--- src/rtl/npu_pkg.sv ---
// +----------------------------------------------------------------------------+
// | npu_pkg: shared types, address map and requantisation helper for the MAC   |
// | engine.                                                      Revision: 1.0 |
// +----------------------------------------------------------------------------+
`default_nettype none

package npu_pkg;

  typedef enum logic [1:0] {
    MODE_CONV_RELU = 2'd0,
    MODE_CONV_LIN  = 2'd1,
    MODE_FCN       = 2'd2,
    MODE_RSVD      = 2'd3
  } mode_e;

  typedef enum logic [1:0] {
    ST_IDLE   = 2'd0,
    ST_CALC   = 2'd1,
    ST_FINISH = 2'd2
  } state_e;

  localparam logic [2:0] SEL_ACC  = 3'd0;
  localparam logic [2:0] SEL_IMG  = 3'd1;
  localparam logic [2:0] SEL_WGT  = 3'd2;
  localparam logic [2:0] SEL_FCNW = 3'd3;
  localparam logic [2:0] SEL_CTRL = 3'd4;
  localparam logic [2:0] SEL_STAT = 3'd5;
  localparam logic [2:0] SEL_RES  = 3'd6;
  localparam logic [2:0] SEL_FCNX = 3'd7;

  localparam int CTRL_START    = 0;
  localparam int CTRL_CLR_ACC  = 1;
  localparam int CTRL_CLR_WIN  = 2;
  localparam int CTRL_CLR_PACK = 3;
  localparam int CTRL_MODE_LO  = 4;
  localparam int CTRL_MODE_HI  = 5;
  localparam int CTRL_SHIFT_LO = 6;
  localparam int CTRL_SHIFT_HI = 10;

  function automatic int ncyc(input int n_elem, input int n_pe);
    return (n_elem + n_pe - 1) / n_pe;
  endfunction

  // Arithmetic shift, then clamp to unsigned [0,255] (relu) or signed [-128,127].
  function automatic logic [7:0] requant(input logic signed [31:0] v,
                                         input logic [4:0] sh,
                                         input logic relu);
    logic signed [31:0] y;
    y = v >>> sh;
    if (relu) begin
      if (y < 32'sd0) return 8'h00;
      if (y > 32'sd255) return 8'hFF;
    end else begin
      if (y < -32'sd128) return 8'h80;
      if (y > 32'sd127) return 8'h7F;
    end
    return 8'(y);
  endfunction

endpackage

`default_nettype wire

--- src/rtl/npu_win_reg.sv ---
// +----------------------------------------------------------------------------+
// | npu_win_reg: K_H x K_W byte window, shifted one column left per load.      |
// | Elements are exported row-major as 9-bit signed values.      Revision: 1.0 |
// +----------------------------------------------------------------------------+
`default_nettype none

module npu_win_reg #(
  parameter int K_H       = 3,
  parameter int K_W       = 3,
  parameter bit IS_SIGNED = 1'b0
) (
  input  logic                   clk,
  input  logic                   rst_ni,
  input  logic                   i_clr,
  input  logic                   i_shift,
  input  logic [8*K_H-1:0]       i_col,
  output logic [K_H*K_W*9-1:0]   o_elems
);

  localparam int N_ELEM = K_H * K_W;

  logic [N_ELEM*8-1:0] r_win;
  logic [N_ELEM*8-1:0] w_win_nxt;

  for (genvar r = 0; r < K_H; r++) begin : g_row
    for (genvar c = 0; c < K_W; c++) begin : g_col
      if (c < K_W - 1) begin : g_shift
        assign w_win_nxt[(r*K_W+c)*8 +: 8] = r_win[(r*K_W+c+1)*8 +: 8];
      end else begin : g_load
        assign w_win_nxt[(r*K_W+c)*8 +: 8] = i_col[r*8 +: 8];
      end
    end
  end

  always_ff @(posedge clk) begin
    if (!rst_ni || i_clr) begin
      r_win <= '0;
    end else if (i_shift) begin
      r_win <= w_win_nxt;
    end
  end

  for (genvar e = 0; e < N_ELEM; e++) begin : g_elem
    if (IS_SIGNED) begin : g_sext
      assign o_elems[e*9 +: 9] = {r_win[e*8+7], r_win[e*8 +: 8]};
    end else begin : g_zext
      assign o_elems[e*9 +: 9] = {1'b0, r_win[e*8 +: 8]};
    end
  end

endmodule

`default_nettype wire

--- src/rtl/npu_mac_engine.sv ---
// +----------------------------------------------------------------------------+
// | npu_mac_engine: bus-slave conv/FCN MAC engine with requantised byte pack.  |
// |                                                              Revision: 1.0 |
// +----------------------------------------------------------------------------+
`default_nettype none

module npu_mac_engine
  import npu_pkg::*;
#(
  parameter int K_H    = 3,
  parameter int K_W    = 3,
  parameter int NUM_PE = 4,
  parameter int ACC_W  = 24
) (
  input  logic        clk,
  input  logic        rst_ni,
  input  logic        ena,
  input  logic        wea,
  input  logic [15:0] addra,
  input  logic [31:0] dina,
  output logic [31:0] douta
);

  localparam int N_ELEM = K_H * K_W;
  localparam int NCYC   = ncyc(N_ELEM, NUM_PE);
  localparam int CW     = (NCYC > 1) ? $clog2(NCYC) : 1;

  state_e                   r_state, w_state_nxt;
  mode_e                    r_mode;
  logic [4:0]               r_shift;
  logic [7:0]               r_fcn_x;
  logic [CW-1:0]            r_cyc;
  logic signed [ACC_W-1:0]  r_acc;
  logic                     r_done, r_err;
  logic [2:0]               r_pack_cnt;
  logic [31:0]              r_pack;

  logic [2:0]  w_sel;
  logic        w_wr, w_rd, w_busy, w_ctrl, w_start_req, w_start;
  logic        w_clr_acc, w_clr_win, w_clr_pack, w_data_wr, w_conflict;
  logic        w_img_wr, w_wgt_wr, w_fcnw_wr, w_fcnx_wr, w_res_pop;
  mode_e       w_new_mode;
  logic [7:0]  w_byte;
  logic [12:0] w_unused_addr;

  assign w_sel         = addra[14:12];
  assign w_unused_addr = {addra[15], addra[11:0]};
  assign w_wr          = ena & wea;
  assign w_rd          = ena & ~wea;
  assign w_busy        = (r_state != ST_IDLE);
  assign w_ctrl        = w_wr && (w_sel == SEL_CTRL);
  assign w_new_mode    = mode_e'(dina[CTRL_MODE_HI:CTRL_MODE_LO]);
  assign w_clr_acc     = w_ctrl & dina[CTRL_CLR_ACC];
  assign w_clr_win     = w_ctrl & dina[CTRL_CLR_WIN];
  assign w_clr_pack    = w_ctrl & dina[CTRL_CLR_PACK];
  assign w_start_req   = w_ctrl & dina[CTRL_START];
  assign w_start       = w_start_req & ~w_busy & (w_new_mode != MODE_FCN);
  assign w_data_wr     = w_wr && ((w_sel == SEL_IMG) || (w_sel == SEL_WGT) ||
                                  (w_sel == SEL_FCNW) || (w_sel == SEL_FCNX));
  assign w_conflict    = w_busy & (w_data_wr | w_start_req);
  assign w_img_wr      = w_wr && (w_sel == SEL_IMG) && !w_busy;
  assign w_wgt_wr      = w_wr && (w_sel == SEL_WGT) && !w_busy;
  assign w_fcnw_wr     = w_wr && (w_sel == SEL_FCNW) && !w_busy;
  assign w_fcnx_wr     = w_wr && (w_sel == SEL_FCNX) && !w_busy;
  assign w_res_pop     = w_rd && (w_sel == SEL_RES) && (r_mode != MODE_FCN);
  assign w_byte        = requant(32'(r_acc), r_shift, r_mode == MODE_CONV_RELU);

  logic [N_ELEM*9-1:0] w_img_flat, w_wgt_flat;

  npu_win_reg #(.K_H(K_H), .K_W(K_W), .IS_SIGNED(1'b0)) u_img_win (
    .clk(clk), .rst_ni(rst_ni), .i_clr(w_clr_win), .i_shift(w_img_wr),
    .i_col(dina[8*K_H-1:0]), .o_elems(w_img_flat)
  );

  npu_win_reg #(.K_H(K_H), .K_W(K_W), .IS_SIGNED(1'b1)) u_wgt_win (
    .clk(clk), .rst_ni(rst_ni), .i_clr(w_clr_win), .i_shift(w_wgt_wr),
    .i_col(dina[8*K_H-1:0]), .o_elems(w_wgt_flat)
  );

  logic signed [8:0]       w_img [N_ELEM];
  logic signed [8:0]       w_wgt [N_ELEM];
  logic signed [ACC_W-1:0] w_prod [NCYC*4];
  logic signed [ACC_W-1:0] w_cycsum [NCYC];

  for (genvar e = 0; e < N_ELEM; e++) begin : g_unpack
    assign w_img[e] = w_img_flat[e*9 +: 9];
    assign w_wgt[e] = w_wgt_flat[e*9 +: 9];
  end

  // Lane slots are padded to four so every cycle sum is a fixed 4-input adder.
  for (genvar c = 0; c < NCYC; c++) begin : g_cyc
    for (genvar q = 0; q < 4; q++) begin : g_lane
      if ((q < NUM_PE) && (c*NUM_PE + q < N_ELEM)) begin : g_used
        logic signed [17:0] w_p;
        assign w_p = w_img[c*NUM_PE+q] * w_wgt[c*NUM_PE+q];
        assign w_prod[c*4+q] = ACC_W'(w_p);
      end else begin : g_idle
        assign w_prod[c*4+q] = '0;
      end
    end
    assign w_cycsum[c] = w_prod[c*4] + w_prod[c*4+1] + w_prod[c*4+2] + w_prod[c*4+3];
  end

  always_ff @(posedge clk) begin
    if (!rst_ni) r_state <= ST_IDLE;
    else         r_state <= w_state_nxt;
  end

  always_comb begin
    w_state_nxt = r_state;
    case (r_state)
      ST_IDLE:   if (w_start) w_state_nxt = ST_CALC;
      ST_CALC:   if (r_cyc == CW'(NCYC - 1)) w_state_nxt = ST_FINISH;
      ST_FINISH: w_state_nxt = ST_IDLE;
      default:   w_state_nxt = ST_IDLE;
    endcase
  end

  // A conv-mode result read or clr_pack empties the buffer before any push.
  logic [2:0]  w_base_cnt, w_pack_cnt_nxt;
  logic [31:0] w_base_data, w_pack_nxt;
  logic        w_push_ovf;

  always_comb begin
    w_base_cnt     = (w_clr_pack | w_res_pop) ? 3'd0 : r_pack_cnt;
    w_base_data    = (w_clr_pack | w_res_pop) ? 32'd0 : r_pack;
    w_pack_cnt_nxt = w_base_cnt;
    w_pack_nxt     = w_base_data;
    w_push_ovf     = 1'b0;
    if (r_state == ST_FINISH) begin
      if (w_base_cnt == 3'd4) begin
        w_push_ovf = 1'b1;
      end else begin
        w_pack_nxt     = w_base_data | ({24'h0, w_byte} << {w_base_cnt[1:0], 3'b000});
        w_pack_cnt_nxt = w_base_cnt + 3'd1;
      end
    end
  end

  always_ff @(posedge clk) begin
    if (!rst_ni) begin
      r_mode     <= MODE_CONV_RELU;
      r_shift    <= '0;
      r_fcn_x    <= '0;
      r_cyc      <= '0;
      r_acc      <= '0;
      r_done     <= 1'b0;
      r_err      <= 1'b0;
      r_pack_cnt <= '0;
      r_pack     <= '0;
    end else begin
      if (w_ctrl) begin
        r_mode  <= w_new_mode;
        r_shift <= dina[CTRL_SHIFT_HI:CTRL_SHIFT_LO];
      end
      if (w_fcnx_wr) r_fcn_x <= dina[7:0];
      if (w_start)                   r_cyc <= '0;
      else if (r_state == ST_CALC)   r_cyc <= r_cyc + CW'(1);
      if (w_start || w_clr_acc)      r_acc <= '0;
      else if (r_state == ST_CALC)   r_acc <= r_acc + w_cycsum[r_cyc];
      if (w_start)                   r_done <= 1'b0;
      else if (r_state == ST_FINISH) r_done <= 1'b1;
      r_err      <= ((w_clr_pack ? 1'b0 : r_err) | w_conflict | w_push_ovf);
      r_pack_cnt <= w_pack_cnt_nxt;
      r_pack     <= w_pack_nxt;
    end
  end

  logic [31:0] w_fcn_word;

  for (genvar p = 0; p < 4; p++) begin : g_fcn
    if (p < NUM_PE) begin : g_used
      logic signed [ACC_W-1:0] r_lane_acc;
      logic signed [17:0]      w_p;
      assign w_p = $signed({1'b0, r_fcn_x}) * $signed({dina[8*p+7], dina[8*p +: 8]});
      always_ff @(posedge clk) begin
        if (!rst_ni || w_clr_acc) r_lane_acc <= '0;
        else if (w_fcnw_wr)       r_lane_acc <= r_lane_acc + ACC_W'(w_p);
      end
      assign w_fcn_word[8*p +: 8] = requant(32'(r_lane_acc), r_shift, 1'b1);
    end else begin : g_idle
      assign w_fcn_word[8*p +: 8] = 8'h00;
    end
  end

  always_ff @(posedge clk) begin
    if (!rst_ni) begin
      douta <= '0;
    end else if (w_rd) begin
      case (w_sel)
        SEL_ACC:  douta <= 32'(r_acc);
        SEL_STAT: douta <= {26'b0, r_pack_cnt, r_err, r_done, w_busy};
        SEL_RES:  douta <= (r_mode == MODE_FCN) ? w_fcn_word : r_pack;
        default:  douta <= '0;
      endcase
    end
  end

endmodule

`default_nettype wire

--- config.mk ---
export PLATFORM = sky130hd
export DESIGN_NAME = npu_mac_engine
export DESIGN_NICKNAME = d
export VERILOG_FILES = /design/src/rtl/npu_pkg.sv /design/src/rtl/npu_win_reg.sv /design/src/rtl/npu_mac_engine.sv
export SDC_FILE = /design/constraint.sdc
export NUM_CORES = 2
export LEC_CHECK = 0
export CORE_ASPECT_RATIO = 0.8
export CORE_MARGIN = 2
export CORE_UTILIZATION = 35
export CTS_BUF_LIST = sky130_fd_sc_hd__clkbuf_8
export CTS_CLUSTER_DIAMETER = 50
export DETAILED_ROUTE_END_ITERATION = 8
export HOLD_SLACK_MARGIN = 0.1
export PLACE_DENSITY = 0.55
export REMOVE_ABC_BUFFERS = 1
export SLEW_MARGIN = 20
export SYNTH_ARGS = -nofsm -noshare
export SYNTH_HDL_FRONTEND = slang
export SYNTH_HIERARCHICAL = 1
export SYNTH_SLANG_ARGS = --single-unit
--- constraint.sdc ---
create_clock -name clk -period 10.1 [get_ports clk]
set_input_delay 2.02 -clock clk [delete_from_list [all_inputs] [get_ports clk]]
set_output_delay 2.02 -clock clk [all_outputs]
set_load 0.01 [all_outputs]
Word-level counts from Yosys, hierarchy flattened
Cells that the tools add are included.
{"block": "totals", "reg_bits": 352, "out_inout_bits": 32, "word_cells": 185}
{"block": "classes", "n_mux": 62, "bitwise_logic": 18, "n_eq_ne": 16, "n_addsub": 13, "n_mul": 13, "n_shift": 6, "n_lt_le_gt_ge": 13, "n_reduce_logical": 27}
{"operator": "$mul 9x8->17", "n": 13}
{"operator": "$mux 8", "n": 24}
{"operator": "$gt 32x9->1 const B", "n": 5}
{"operator": "$lt 32x1->1 const B", "n": 5}
{"operator": "$sshr 24x5->32", "n": 5}
{"operator": "$mux 32", "n": 4}
{"operator": "$add 24x17->24", "n": 4}
{"operator": "$pmux 32 s3", "n": 1}
{"operator": "$bmux 24 s2", "n": 1}
{"operator": "$mux 24", "n": 2}
{"operator": "$add 19x17->20", "n": 2}
{"operator": "$add 18x17->19", "n": 2}
{"operator": "$add 17x17->18", "n": 2}
{"operator": "$gt 32x8->1 const B", "n": 1}
{"operator": "$lt 32x8->1 const B", "n": 1}
{"operator": "$or 32x32->32", "n": 1}
{"operator": "$shl 8x5->32", "n": 1}
{"operator": "$add 24x24->24", "n": 1}
{"operator": "$mux 1", "n": 24}
{"operator": "$eq 3x3->1 const B", "n": 5}
{"operator": "$logic_and 1x1->1", "n": 12}
{"operator": "$and 1x1->1", "n": 9}
{"operator": "$mux 3", "n": 3}
{"operator": "$ne 2x2->1 const B", "n": 4}
{"operator": "19 further kinds", "n": 36}

Longest topological paths before layout
{"block": "logic_depth", "ltp_word": 11, "depth_mapped": 40, "ltp_nobuf": 38}

Modules after synthesis
Netlist, hierarchy kept.
{"module": "npu_mac_engine", "cells_per_inst": 6532, "area_each_um2": 56867.0, "instances": 1, "seq_area_each_um2": 4164.0}
{"module": "npu_win_reg (u_img_win)", "cells_per_inst": 243, "area_each_um2": 2666.3, "instances": 1, "seq_area_each_um2": 1441.4}
{"module": "npu_win_reg (u_wgt_win)", "cells_per_inst": 242, "area_each_um2": 2662.6, "instances": 1, "seq_area_each_um2": 1441.4}

Worst setup path after synthesis
Ideal clock, no wire load.
{"block": "synth_timing", "path_kind": "register to register", "startpoint": "reg u_wgt_win.r_win[0]", "endpoint": "reg r_acc[21]", "stages_incl_launch_ff": 38, "setup_time_ns": 0.132, "t_required_ns": 9.968, "setup_slack_ns": 1.709, "period_less_slack_ns": 8.391, "arrival_ns": 8.259, "cell_sequence": "dfxtp_1 clkbuf_1 nand2_1 fa_1 inv_1 fa_1 fa_1 inv_1 fa_1 fa_1 inv_1 fa_1 fa_1 inv_1 fa_1 inv_1 ha_1 o21a_1 [... 2 more ...] a21o_1 a21oi_1 o21bai_1 a21oi_1 xor2_1 nor2_1 a21oi_1 o21ai_0 ha_1 a21o_1 a21o_1 a21oi_1 o31ai_1 a21oi_1 nor2b_1 o21ai_0 mux2i_1 o211ai_1"}
{"block": "synth_between", "elab_chain_len": 8}
{"item": "from (decl)", "line_no": "npu_win_reg.sv:22", "text": "logic [N_ELEM*8-1:0] r_win;"}
{"item": "from (signal assigned)", "line_no": "npu_win_reg.sv:39", "text": "r_win <= w_win_nxt;"}
{"item": "$mul 9x8->17", "line_no": "npu_mac_engine.sv:95", "text": "assign w_p = w_img[c*NUM_PE+q] * w_wgt[c*NUM_PE+q];"}
{"item": "$add 17x17->18", "line_no": "npu_mac_engine.sv:101", "text": "assign w_cycsum[c] = w_prod[c*4] + w_prod[c*4+1] + w_prod[c*4+2] + w_prod[c*4+3];"}
{"item": "$add 18x17->19", "line_no": "npu_mac_engine.sv:101"}
{"item": "$add 19x17->20", "line_no": "npu_mac_engine.sv:101"}
{"item": "$bmux 24 s2", "line_no": "npu_mac_engine.sv:160", "text": "else if (r_state == ST_CALC) r_acc <= r_acc + w_cycsum[r_cyc];"}
{"item": "$mux 24 (implied by the code) (2 in series)", "line_no": "npu_mac_engine.sv:160"}
{"item": "$add 24x24->24", "line_no": "npu_mac_engine.sv:160"}
{"item": "to (signal assigned)", "line_no": "npu_mac_engine.sv:160"}
{"item": "to (decl)", "line_no": "npu_mac_engine.sv:33", "text": "logic signed [ACC_W-1:0] r_acc;"}
Every way passes these cells. The select of a mux whose other input is x is not followed.
A chain may end at the register's enable or synchronous reset.

Worst setup path after layout
{"block": "layout_timing", "startpoint": "reg u_img_win.r_win[45]", "endpoint": "reg r_acc[21]"}
{"block": "layout_between", "elab_chain_len": 8}
{"item": "from (decl)", "line_no": "npu_win_reg.sv:22"}
{"item": "from (signal assigned)", "line_no": "npu_win_reg.sv:39"}
{"item": "$mul 9x8->17", "line_no": "npu_mac_engine.sv:95"}
{"item": "$add 17x17->18", "line_no": "npu_mac_engine.sv:101"}
{"item": "$add 18x17->19", "line_no": "npu_mac_engine.sv:101"}
{"item": "$add 19x17->20", "line_no": "npu_mac_engine.sv:101"}
{"item": "$bmux 24 s2", "line_no": "npu_mac_engine.sv:160"}
{"item": "$mux 24 (implied by the code) (2 in series)", "line_no": "npu_mac_engine.sv:160"}
{"item": "$add 24x24->24", "line_no": "npu_mac_engine.sv:160"}
Every way passes these cells. The select of a mux whose other input is x is not followed.

==> impl_metrics.toml <==
[pwr]
power-per-cell-area_nw_per_um2 = 59.8
ir_drop_v = 0.000104
leakagePower_nw = 31.6
power_w = 0.00400

[global_routing]
overflow = 0
globalRouteTotalUtil_pct = 20.1
grt_max_degree = 74
antenna_found_initial = 5
first_global_vias = 48400
grt_pass1_wl_mm = 285

[min_path]
hold_path.class = "flip-flop to flip-flop"

[flow_run]
cap_violations = 0

[layout]
final_common_cell = "inv_1"
fin_area_um2 = 66800
final_cell_mix = "1,356 x inv_1, 1,077 x fa_1, 895 x nand2_1"
layout-drive-gt1-share_pct = 4.52
layout.nets = 8630
syn_to_final_growth_pct = 7.48

[synth]
synth_cell_type_count = 89
synthFlopType = "dfxtp_1"
yosysWarningCount = 6
synthArstFlopShare_pct = 0
netlist_area_um2 = 62200
ys_seq_area_share_pct = 11.3
avgSynthCellArea_um2 = 8.86
synth_top_area_share_pct = 34.7
synth-seq-cells = 352
synth_edf_count = 0
synth_top_area_cell = "fa_1"
synthCells = 7017
synthTopCellsByArea = "fa_1 35%, ha_1 12%, dfxtp_1 11%"

[outcome]
status = "complete, no violations"

[routing]
num_vias = 46700
wl_per_cell_um = 18.9
viasPerCell = 4.98
drcViolationCount = 0
routed_wl_mm = 177
drtAntennaViolNets = 0
drtPass1Iterations = 5
drt_iter0_markers = 3185

[floorplanning]
dieArea_um2 = 181000
die_w_um = 475
initial_core_util_pct = 35.2
io_pins = 84
rows = 138
die_height_um = 381
coreArea_um2 = 177000

[sta]
hold_violations = 0
finalWorstSetupSlack_ps = 456
clock_skew_ps = 38.5
worst_pin_slew_ps = 1120
max-slew-margin-rel_pct = 25.3
fmax_mhz = 104
drv_slew = 0
period_share_pct = 95.5
setup_viol_count_final = 0
setup_tns_ps = 0
period_needed_ps = 9640
rsz0062_at_grt = "false"
hold_slack_ps = 445

[clocking]
clkTransAtPathRegs_ps = 60
htreeDepth = 3
post-cts-setup-buffers = 0
cts_sinks = 352
clockBufferDepth = 3
root_buffer = "clkbuf_8"
cts_buffers = 81
cts_hold_buf = 0
clkLatencyLatePin_ps = 790
tritoncts = "yes"

[critical_path]
critPathLaunchType = "flip-flop"
crit_required_ps = 10750
worstSetupPathType = "flip-flop to flip-flop"
cp_slowest_cell = "dfxtp_1"
max_stage_delay_ps = 760
crit_top_cell = "fa_1"
path_max_fanout = 11
cp-end-kind = "flip-flop"
arrival_ps = 10300

[placement]
hpwl_mm = 143
gp_congestion = 0.888
dpl-instance-area_um2 = 64900
port_buffers = 70
place_ws_ps = 490
through the flow:
step                      cells  util (%)
after floorplan            6700         -
after global placement     9222      36.8
after detailed placement   9222      36.8
after CTS                  9369      37.8
after global routing       9372      37.8
final                      9374      37.8
worst paths after layout:
kind,start,end,slack [ps],cells past startpoint
setup / recovery,u_img_win/r_win[45]$_SDFFE_PP0P_,r_acc[21]$_SDFFE_PP0N_,460,32
hold / removal,r_pack[18]$_SDFF_PN0_,r_pack[18]$_SDFF_PN0_,440,2
setup reg to reg,u_img_win/r_win[45]$_SDFFE_PP0P_,r_acc[21]$_SDFFE_PP0N_,460,32
hold reg to reg,r_pack[18]$_SDFF_PN0_,r_pack[18]$_SDFF_PN0_,440,2
what timing repair did:
action,4_1_cts,5_1_grt
resized for setup,0,1
endpoints found under the hold margin,0,0
setup endpoints to repair,0,1
state kept, by name (all words and copies together) (netlist names), 2 cells and up:
signal and count:
r_shift 5, r_mode 2, douta 32, r_state 2
r_pack 32, r_fcn_x 8, g_fcn.g_used.r_lane_acc 96, r_cyc 2
r_acc 24, u_img_win/r_win 72, r_pack_cnt 3, u_wgt_win/r_win 72
final cells by class:
type,count,area [um^2]
Multi-Input combinational cell,4999,48600
Sequential cell,352,7060
Clock inverter,49,547
Antenna cell,5,12.5
Timing Repair Buffer,142,1240
Inverter,1349,5060
Tap cell,2380,2980
Fill cell,18000,110000
Clock buffer,98,1350
worst max-delay path, delay by kind of cell, from the launching register on:
kind                       cells  cell delay, ps
adders and majority gates     10            4900
AOI/OAI and AO/OA             12            2730
and+or+nand+nor                3             330
muxes                          1             230
buffers and inverters          5             270
DFF                            1             760
xor gates and xnor gates       1             310
kinds of logic (layout without fill, tap and decap cells):
kind of cell    count (synthesis)  after routing  synth area share (%)
mux                           315            315                  5.82
buf+inv                      1674           1638                  10.7
fa+ha+maj                    1653           1653                  46.3
xor+xnor                      176            176                  2.48
flops                         352            352                  11.3
simple gates                 1997           1997                  14.8
compound gates                849            849                  8.62
other cells                     1             14               0.00603
Yosys cell counts, types with 37 or more instances:
cell type / instances
inv_1: 1346
fa_1: 1077
xnor2_1: 132
ha_1: 576
o21ai_0: 162
nand2b_1: 92
a21o_1: 41
a21oi_1: 289
nor2_1: 399
xor2_1: 44
buf_2: 37
mux2i_1: 255
nand2_1: 896
and2_1: 427
nand3_1: 38
clkbuf_1: 225
dfxtp_1: 352
a211oi_1: 47
layer usage:
layer	track usage, %	vias up	part of all wire, %
met1	31.0	23600	50
met5	0	-	0.0074
li1	-	21700	-
met2	29.7	1183	42
met3	2.89	165	6.0
met4	3.62	2	1.6
where the power goes:
group,internal (W),leakage [nW],switching [W]
Clock,0.00115,1.00,0.000821
Sequential,0.00140,2.84,0.0000225
Combinational,0.000224,27.7,0.000382
Total,0.00277,31.6,0.00123
Note: power is estimated with default switching activity, not from simulation.
